===== config.mk =====
export PLATFORM = sky130hd
export DESIGN_NAME = clic_timer_src
export DESIGN_NICKNAME = d
export VERILOG_FILES = /design/src/rtl/clic_timer_src_pkg.sv /design/src/rtl/clic_timer_src_prescaler.sv /design/src/rtl/clic_timer_src.sv
export SDC_FILE = /design/constraint.sdc
export NUM_CORES = 1
export LEC_CHECK = 0
export ABC_AREA = 0
export BUFFER_PORTS_ARGS = -buffer_cell sky130_fd_sc_hd__buf_4
export CAP_MARGIN = 20
export CORE_UTILIZATION = 35
export DETAILED_ROUTE_END_ITERATION = 10
export GPL_TIMING_DRIVEN = 0
export SYNTH_ARGS = -nofsm -noshare
export SYNTH_HDL_FRONTEND = slang
export SYNTH_SLANG_ARGS = --single-unit

===== constraint.sdc =====
create_clock -name clk -period 4.15 [get_ports clk]
set_input_delay 0.415 -clock clk [delete_from_list [all_inputs] [get_ports clk]]
set_output_delay 0.415 -clock clk [all_outputs]
set_load 0.05 [all_outputs]

===== src/rtl/clic_timer_src_pkg.sv =====
// Shared definitions for the CLIC timer source: register map, CTRL layout
// and helpers that pack/unpack the CTRL register.
package clic_timer_src_pkg;

   localparam int CsrWidth   = 32;
   localparam int PsWidth    = 4;
   localparam int PrescWidth = 16;

   localparam logic [1:0] TimerCtrlAddr   = 2'd0;
   localparam logic [1:0] TimerCmpAddr    = 2'd1;
   localparam logic [1:0] TimerCntAddr    = 2'd2;
   localparam logic [1:0] TimerStatusAddr = 2'd3;

   localparam int CtrlEnBit   = 0;
   localparam int CtrlModeBit = 1;
   localparam int CtrlPsLsb   = 4;
   localparam int CtrlPsMsb   = 7;

   localparam int StatusPendBit = 0;
   localparam int StatusOvrLsb  = 8;

   typedef struct packed {
      logic [PsWidth-1:0] ps;
      logic               mode;
      logic               en;
   } timer_ctrl_t;

   function automatic timer_ctrl_t ctrl_from_wdata(input logic [CsrWidth-1:0] wdata);
      timer_ctrl_t c;
      c.ps   = wdata[CtrlPsMsb:CtrlPsLsb];
      c.mode = wdata[CtrlModeBit];
      c.en   = wdata[CtrlEnBit];
      return c;
   endfunction

   // Unused CTRL bits always read back as zero.
   function automatic logic [CsrWidth-1:0] ctrl_to_rdata(input timer_ctrl_t c);
      logic [CsrWidth-1:0] r;
      r                      = '0;
      r[CtrlPsMsb:CtrlPsLsb] = c.ps;
      r[CtrlModeBit]         = c.mode;
      r[CtrlEnBit]           = c.en;
      return r;
   endfunction

endpackage


===== src/rtl/clic_timer_src_prescaler.sv =====
// Power-of-two prescaler: free-running counter that ticks whenever its low
// ps bits are all ones, i.e. once every 2^ps enabled cycles.
module clic_timer_src_prescaler
   import clic_timer_src_pkg::*;
(
   input  logic               clk,
   input  logic               reset,
   input  logic               en,
   input  logic               clear,
   input  logic [PsWidth-1:0] ps,
   output logic               tick
);

   logic [PrescWidth-1:0] r_cnt;
   logic [PrescWidth-1:0] w_mask;

   assign w_mask = (PrescWidth'(1) << ps) - PrescWidth'(1);

   always_ff @(posedge clk or negedge reset) begin
      if (!reset) begin
         r_cnt <= '0;
      end else if (!en || clear) begin
         r_cnt <= '0;
      end else begin
         r_cnt <= r_cnt + PrescWidth'(1);
      end
   end

   // A register write in the same cycle suppresses the tick so the write wins.
   assign tick = en && !clear && ((r_cnt & w_mask) == w_mask);

endmodule


===== src/rtl/clic_timer_src.sv =====
// Memory-mapped compare-match timer driving one CLIC request line; periodic or
// one-shot, prescaled, with saturating overrun accounting on unacknowledged expiries.
module clic_timer_src
   import clic_timer_src_pkg::*;
#(
   parameter int CntWidth = 32,
   parameter int OvrWidth = 8
) (
   input  logic                clk,
   input  logic                reset,
   input  logic                csr_we,
   input  logic [1:0]          csr_addr,
   input  logic [CsrWidth-1:0] csr_wdata,
   output logic [CsrWidth-1:0] csr_rdata,
   input  logic                irq_ack,
   output logic                irq_req,
   output logic                expired
);

   localparam logic [OvrWidth-1:0] OvrMax = '1;

   timer_ctrl_t         r_ctrl;
   timer_ctrl_t         w_ctrl_wr;
   logic [CntWidth-1:0] r_cmp;
   logic [CntWidth-1:0] r_cnt;
   logic [CntWidth-1:0] w_cnt_nxt;
   logic [OvrWidth-1:0] r_ovr;
   logic                r_pending;
   logic                r_expired;

   logic w_ctrl_we;
   logic w_cmp_we;
   logic w_status_we;
   logic w_presc_clear;
   logic w_tick;
   logic w_match;
   logic w_expiry;
   logic w_en_rise;
   logic w_pend_clr;
   logic w_unused_wdata;

   assign w_ctrl_we   = csr_we && (csr_addr == TimerCtrlAddr);
   assign w_cmp_we    = csr_we && (csr_addr == TimerCmpAddr);
   assign w_status_we = csr_we && (csr_addr == TimerStatusAddr);
   assign w_ctrl_wr   = ctrl_from_wdata(csr_wdata);

   assign w_presc_clear = w_ctrl_we || w_cmp_we;

   clic_timer_src_prescaler u_prescaler (
      .clk   (clk),
      .reset (reset),
      .en    (r_ctrl.en),
      .clear (w_presc_clear),
      .ps    (r_ctrl.ps),
      .tick  (w_tick)
   );

   assign w_match    = (r_cnt == r_cmp);
   assign w_expiry   = w_tick && w_match;
   assign w_en_rise  = w_ctrl_we && w_ctrl_wr.en && !r_ctrl.en;
   assign w_pend_clr = irq_ack || (w_status_we && csr_wdata[StatusPendBit]);

   always_ff @(posedge clk or negedge reset) begin
      if (!reset) begin
         r_ctrl <= '0;
      end else if (w_ctrl_we) begin
         r_ctrl <= w_ctrl_wr;
      end else if (w_expiry && !r_ctrl.mode) begin
         r_ctrl.en <= 1'b0;
      end
   end

   always_ff @(posedge clk or negedge reset) begin
      if (!reset) begin
         r_cmp <= '0;
      end else if (w_cmp_we) begin
         r_cmp <= csr_wdata[CntWidth-1:0];
      end
   end

   // CNT can never run past CMP because every CMP write restarts it from zero.
   always_comb begin
      w_cnt_nxt = r_cnt;
      if (w_cmp_we || w_en_rise) begin
         w_cnt_nxt = '0;
      end else if (w_tick) begin
         w_cnt_nxt = w_match ? '0 : r_cnt + CntWidth'(1);
      end
   end

   always_ff @(posedge clk or negedge reset) begin
      if (!reset) begin
         r_cnt <= '0;
      end else begin
         r_cnt <= w_cnt_nxt;
      end
   end

   // A fresh expiry outranks any clear arriving in the same cycle.
   always_ff @(posedge clk or negedge reset) begin
      if (!reset) begin
         r_pending <= 1'b0;
      end else if (w_expiry) begin
         r_pending <= 1'b1;
      end else if (w_pend_clr) begin
         r_pending <= 1'b0;
      end
   end

   always_ff @(posedge clk or negedge reset) begin
      if (!reset) begin
         r_ovr <= '0;
      end else if (w_status_we) begin
         r_ovr <= '0;
      end else if (w_expiry && r_pending && !irq_ack && (r_ovr != OvrMax)) begin
         r_ovr <= r_ovr + OvrWidth'(1);
      end
   end

   always_ff @(posedge clk or negedge reset) begin
      if (!reset) begin
         r_expired <= 1'b0;
      end else begin
         r_expired <= w_expiry;
      end
   end

   assign irq_req = r_pending;
   assign expired = r_expired;

   always_comb begin
      csr_rdata = '0;
      case (csr_addr)
         TimerCtrlAddr: csr_rdata = ctrl_to_rdata(r_ctrl);
         TimerCmpAddr:  csr_rdata[CntWidth-1:0] = r_cmp;
         TimerCntAddr:  csr_rdata[CntWidth-1:0] = r_cnt;
         default: begin
            csr_rdata[StatusPendBit]           = r_pending;
            csr_rdata[StatusOvrLsb +: OvrWidth] = r_ovr;
         end
      endcase
   end

   // Only some write-data bits are meaningful for each register.
   assign w_unused_wdata = ^csr_wdata;

endmodule

* Word-level counts from Yosys, hierarchy flattened
Index checks and enable logic that the tools add are counted.
Cells by class: div/mod/pow operators 0, multipliers 0, $add $sub $neg 4, order comparisons 0, mux-type cells 14, reductions and logical operators 26, shift-type cells 1, bitwise gates (word level) 1, eq/ne operators 6
Operators by type and width (count):
- $mux 32 | 3
- $add 32x1->32 const B | 1
- $eq 32x32->1 | 1
- $pmux 16 s2 | 1
- $pmux 8 s3 | 1
- $pmux 7 s3 | 1
- $add 16x1->16 const B | 1
- $and 16x16->16 | 1
- $eq 16x16->1 | 1
- $mux 16 | 1
- $mux 8 | 2
- $shl 1x4->16 const A | 1
- $sub 16x2->16 const B | 1
- $logic_and 1x1->1 | 13
- $add 8x1->8 const B | 1
- $ne 8x8->1 const B | 1
- $reduce_bool 2->1 | 4
- $eq 2x2->1 const B | 2
- $logic_not 1->1 | 4
- $logic_or 1x1->1 | 4
- $mux 1 | 4
- $pmux 1 s3 | 1
- $eq 2x1->1 const B | 1
- $logic_not 2->1 | 1
Word-level totals: memory bits (read-only) 0, memory bits (writable) 0, register bits after elaboration 96, memories 0, bits in latches 0, output and inout port bits 34, bits of input ports 38, logic and storage cells 61

* Logic depth before layout (Yosys ltp)
word-level depth 12, depth in mapped cells 14, mapped depth without buffers 10

* Modules after synthesis
Synthesis repeated with hierarchy kept, for this count alone.
Second synthesis, totals: cells, all modules 588, area total of the unflattened synthesis 5630.4 um^2
By module, submodules not included:
- clic_timer_src | instances 1, area an instance 4690.7 um^2, sequential area each 2001.9 um^2, cells an instance 478
- clic_timer_src_prescaler | instances 1, area an instance 939.7 um^2, sequential area each 375.4 um^2, cells an instance 110

* Worst setup path after synthesis
OpenSTA, ideal clock, no wires.
path type register to register, start register r_ctrl[4] (netlist bit), end register r_ovr[3], period minus slack after synthesis 2969 ps, buffers on the path 3, required time 4072 ps, cell stages (with the launch flop) 13, setup time 78 ps, path slack 1181 ps, arrival 2891 ps, cell sequence dfrtp_1 buf_2 nor3_2 nand2b_1 ha_1 clkbuf_1 o2bb2ai_1 a222oi_1 nand4bb_1 or4_4 buf_6 or3_1 a21oi_1
Between the ends: cells in the longest elaborated chain, start to end 10
RTL lines:
- from (decl) | RTL line clic_timer_src.sv:22 | timer_ctrl_t r_ctrl;
- from (signal assigned) | RTL line clic_timer_src.sv:67 | r_ctrl <= w_ctrl_wr;
- $shl 1x4->16 (*) | RTL line clic_timer_src_prescaler.sv:17 | assign w_mask = (PrescWidth'(1) << ps) - PrescWidth'(1);
- $sub 16x2->16 (*) | RTL line clic_timer_src_prescaler.sv:17
- $and 16x16->16 | RTL line clic_timer_src_prescaler.sv:30 | assign tick = en && !clear && ((r_cnt & w_mask) == w_mask);
- $eq 16x16->1 (*) | RTL line clic_timer_src_prescaler.sv:30
- $logic_and 1x1->1 (*) | RTL line clic_timer_src_prescaler.sv:30
- $logic_and 1x1->1 (*) | RTL line clic_timer_src.sv:59 | assign w_expiry = w_tick && w_match;
- $logic_and 1x1->1 (*) (3 in series) | RTL line clic_timer_src.sv:115 | end else if (w_expiry && r_pending && !irq_ack && (r_ovr != OvrMax)) begin
- $reduce_bool 2->1 (no line) (*)
- to (signal assigned) | RTL line clic_timer_src.sv:116 | r_ovr <= r_ovr + OvrWidth'(1);
- to (decl) | RTL line clic_timer_src.sv:27 | logic [OvrWidth-1:0] r_ovr;
Every way passes the cells marked *; elsewhere a longest branch is shown, timed or not. A chain may end at the register's enable or synchronous reset.

* Worst setup path in the final report
start register r_ctrl[2] (netlist bit), end register r_cnt[28]
Between the ends: cells in the longest elaborated chain, start to end 6
RTL lines:
- $shl 1x4->16 (*) | RTL line clic_timer_src_prescaler.sv:17
- $sub 16x2->16 (*) | RTL line clic_timer_src_prescaler.sv:17
- $and 16x16->16 | RTL line clic_timer_src_prescaler.sv:30
- $eq 16x16->1 (*) | RTL line clic_timer_src_prescaler.sv:30
- $logic_and 1x1->1 (*) | RTL line clic_timer_src_prescaler.sv:30
- $reduce_bool 2->1 (no line) (*)
- to (signal assigned) | RTL line clic_timer_src.sv:95 | r_cnt <= w_cnt_nxt;
- to (decl) | RTL line clic_timer_src.sv:25 | logic [CntWidth-1:0] r_cnt;
Marks and branches as above.

==> impl_metrics.yaml <==
cts:
  root_buffer: "clkbuf_16"
  clk_latency_ns: 0.36
  clk_path_buf_depth: 2
  cts_tree: "yes"
  post_cts_buffers: 0
  numCtsBuffers: 9
  clk_pin_slew_ns: 0.07
  cts_resized: 0
  postCtsHoldBufs: 0
  ctsHtreeMaxLevel: 3
  cts.sinks: 95
finish:
  seq_area_sq_um: 2380
  final_layout_size_suffix_gt1_share_pct: 21.1
  multi_input_area_sq_um: 3160
  postLayoutCoreUtil_pct: 43.3
  area_growth_pct: 19.4
  final_nets: 760
  fill_cells: 1530
  antennaDiodeCount: 0
grt:
  first_global_vias: 5089
  grt_use_total_pct: 21.3
  grt_pass1_wl_mm: 27.4
  gr-total-overflow: 0
  antenna_found_initial: 0
  grt_max_degree: 57
synthesis:
  synth_area_per_cell_sq_um: 9.22
  synthXorXnorAreaFrac_pct: 7.06
  synth_top_family_by_area: "simple AND/OR/NAND/NOR gates"
  synth_edf_count: 0
  yosys.cell_count.top_type: "dfrtp_1"
  synth_top_area_share_pct: 40.9
  synth_simple_gate_area_share_pct: 21.2
  yosys-top-cells-area: "dfrtp_1, mux2_2, xnor2_1, nand2_1, a22oi_1"
  synth_ff_type: "dfrtp_1"
  synth.cell_area_sq_um: 5820
  syn_inst: 631
  yosysUniqueCellTypes: 57
  synth-seq-cells: 95
  synth.top_cells.by_count: "dfrtp_1, nand2_1, o21ai_0"
  synth_top_area_cell: "dfrtp_1"
  synth.mux.area_fraction_pct: 7.68
  yosysSeqAreaShare_pct: 40.9
  synth_fp_nets: 677
  synth_adder_area_share_pct: 1.72
  yosys_warnings: 0
  synth_compound_area_share_pct: 16.6
  async_flop_share_pct: 100
timing:
  setup_viol: 0
  slew_headroom_pct: 56.0
  fin_crit_sh_pct: 94.3
  worst_pin_slew_ns: 0.660
  hold_viol: 0
  drv_slew: 0
  period_needed_ns: 3.91
  rsz0062_at_grt: "true"
  skew_ns: 0.00865
  max_freq_ghz: 0.255
  totalNegativeSetupSlack_ns: 0
critical_path:
  crit_fanout: 10
  cp.required_ns: 4.39
  worst_ep_arrival_time_ns: 4.16
  end_kind: "flip-flop"
  crit_type: "reg2reg"
  cp-start-kind: "flip-flop"
detailed_routing:
  maxUsedRoutingLayer: "met4"
  via_count: 5250
  dr_wl_met2_mm: 8.47
  met1Wirelength_mm: 7.64
  dr_wl_met3_um: 899
  drtIter0Drc: 460
  wl_per_cell_um: 18.6
  drc: 0
  ant_nets: 0
  via_per_inst: 5.61
  first_pass_iters: 5
  routed_wl_mm: 17.4
placed_design:
  numPortBuffers: 71
  gp_congestion: 0.858
  place_hpwl_mm: 13.1
hold_path:
  holdCritPathClass: "in2async"
die:
  start_util_pct: 36.2
  core_area_sq_um: 16100
  dieArea_sq_um: 17100
  ios: 72
  die_width_um: 131
  num_rows: 46
  fp.dieH_um: 131
pwr:
  ir_worst_vdd_mv: 0.207
  seq_power_share_pct: 43.9
  leakagePower_uw: 0.00272
  clock_power_share_pct: 34.7
  p_comb_share_pct: 21.5
  swShare_pct: 31.3
  power_density_nw_per_um2: 357
  p_sw_uw: 776
  p_int_uw: 1700
outcome:
  outcome: "complete, no violations"
flow_run:
  max_cap_violations: 0
power groups by stage:
stage	Combinational [uW]	Clock, uW	Sequential, uW
5_1_grt	576	912	1100
3_5_place_dp	530	0	1100
2_1_floorplan	365	0	1080
4_1_cts	532	870	1080
6_report	532	858	1090
3_3_place_gp	518	0	1100
flip-flops by register name (all words and copies together), names as in the netlist:
register / flops
r_ovr: 8
r_cnt: 32
u_prescaler.r_cnt: 15
irq_req: 1
r_cmp: 32
r_ctrl: 6
expired: 1
per-layer routing:
metal	GRT usage [%]	vias to the layer above
met2	35.1	156
met3	5.09	26
met1	27.4	2603
met5	0	-
li1	-	2465
met4	6.63	0
per-stage QoR:
stage / total power [uW] / hold slack, ns / area [sq um] / cells / setup slack (ns)
6_report: 2480 / 0.0516 / 6950 / 935 / 0.236
2_1_floorplan: 1440 / 0.119 / 5820 / 631 / 1.18
5_1_grt: 2580 / 0.0839 / 6950 / 935 / -0.00336
3_3_place_gp: 1620 / 0.519 / 6620 / 918 / 0.315
4_1_cts: 2490 / 0.0643 / 6950 / 935 / 0.232
3_5_place_dp: 1630 / 0.442 / 6650 / 919 / 0.252
cell usage in the layout (no fill, tap or decap), types with 4 or more instances in the layout:
cell	instances
o31ai_1	7
dfrtp_1	95
a22oi_1	27
nand3_1	27
nor3_1	4
buf_1	4
a222oi_1	7
ha_1	8
o211ai_1	8
nor2_1	36
clkbuf_1	30
buf_6	5
buf_2	8
xor2_1	10
o21ai_0	40
o21a_1	6
or3_1	11
a21oi_1	34
mux2_2	37
or4_1	21
clkbuf_16	9
buf_4	71
xnor2_1	35
nand4_1	17
and3_1	13
nand2_1	61
nor2b_1	16
inv_1	13
final cells by class:
cell class / count / area share, %
Tap cell: 216 / 3.89
Inverter: 14 / 0.829
Clock inverter: 7 / 1.04
Timing Repair Buffer: 72 / 8.07
Clock buffer: 9 / 3.24
Buffer: 47 / 3.22
Sequential cell: 95 / 34.2
Multi-Input combinational cell: 475 / 45.5
kinds of logic (layout without fill, tap and decap cells):
kind of cell	count (synthesis)	after routing
and+or+nand+nor	231	231
AOI/OAI and AO/OA	150	150
DFF	95	95
buffers and inverters	61	149
xor gates and xnor gates	46	46
muxes	40	40
adders and majority gates	8	8
worst paths after layout:
kind / start / to / slack, ns / cells past startpoint
setup / recovery: r_ctrl[2] / r_cnt[28] / 0.24 / 13
hold / removal: reset / u_prescaler.r_cnt[8] / 0.05 / 1
setup reg to reg: r_ctrl[2] / r_cnt[28] / 0.24 / 13
hold reg to reg: u_prescaler.r_cnt[0] / u_prescaler.r_cnt[0] / 0.51 / 1
max in group asynchronous: reset / r_cmp[16] / 3.43 / 2
min in group clk: csr_wdata[23] / r_cmp[23] / 0.28 / 2
worst max-delay path, stage by stage (launching register included):
cell and delay, ns:
dfrtp_1 0.38, clkbuf_1 0.38, nand2b_1 0.20, ha_1 0.22, clkbuf_1 0.36, nand2_1 0.12
a2111oi_1 0.61, a211oi_1 0.10, o211ai_1 0.22, or3_1 0.21, clkbuf_1 0.41, buf_2 0.34
nor3_1 0.08, a21o_1 0.15
No activity file was read; power rests on OpenSTA's default activity.
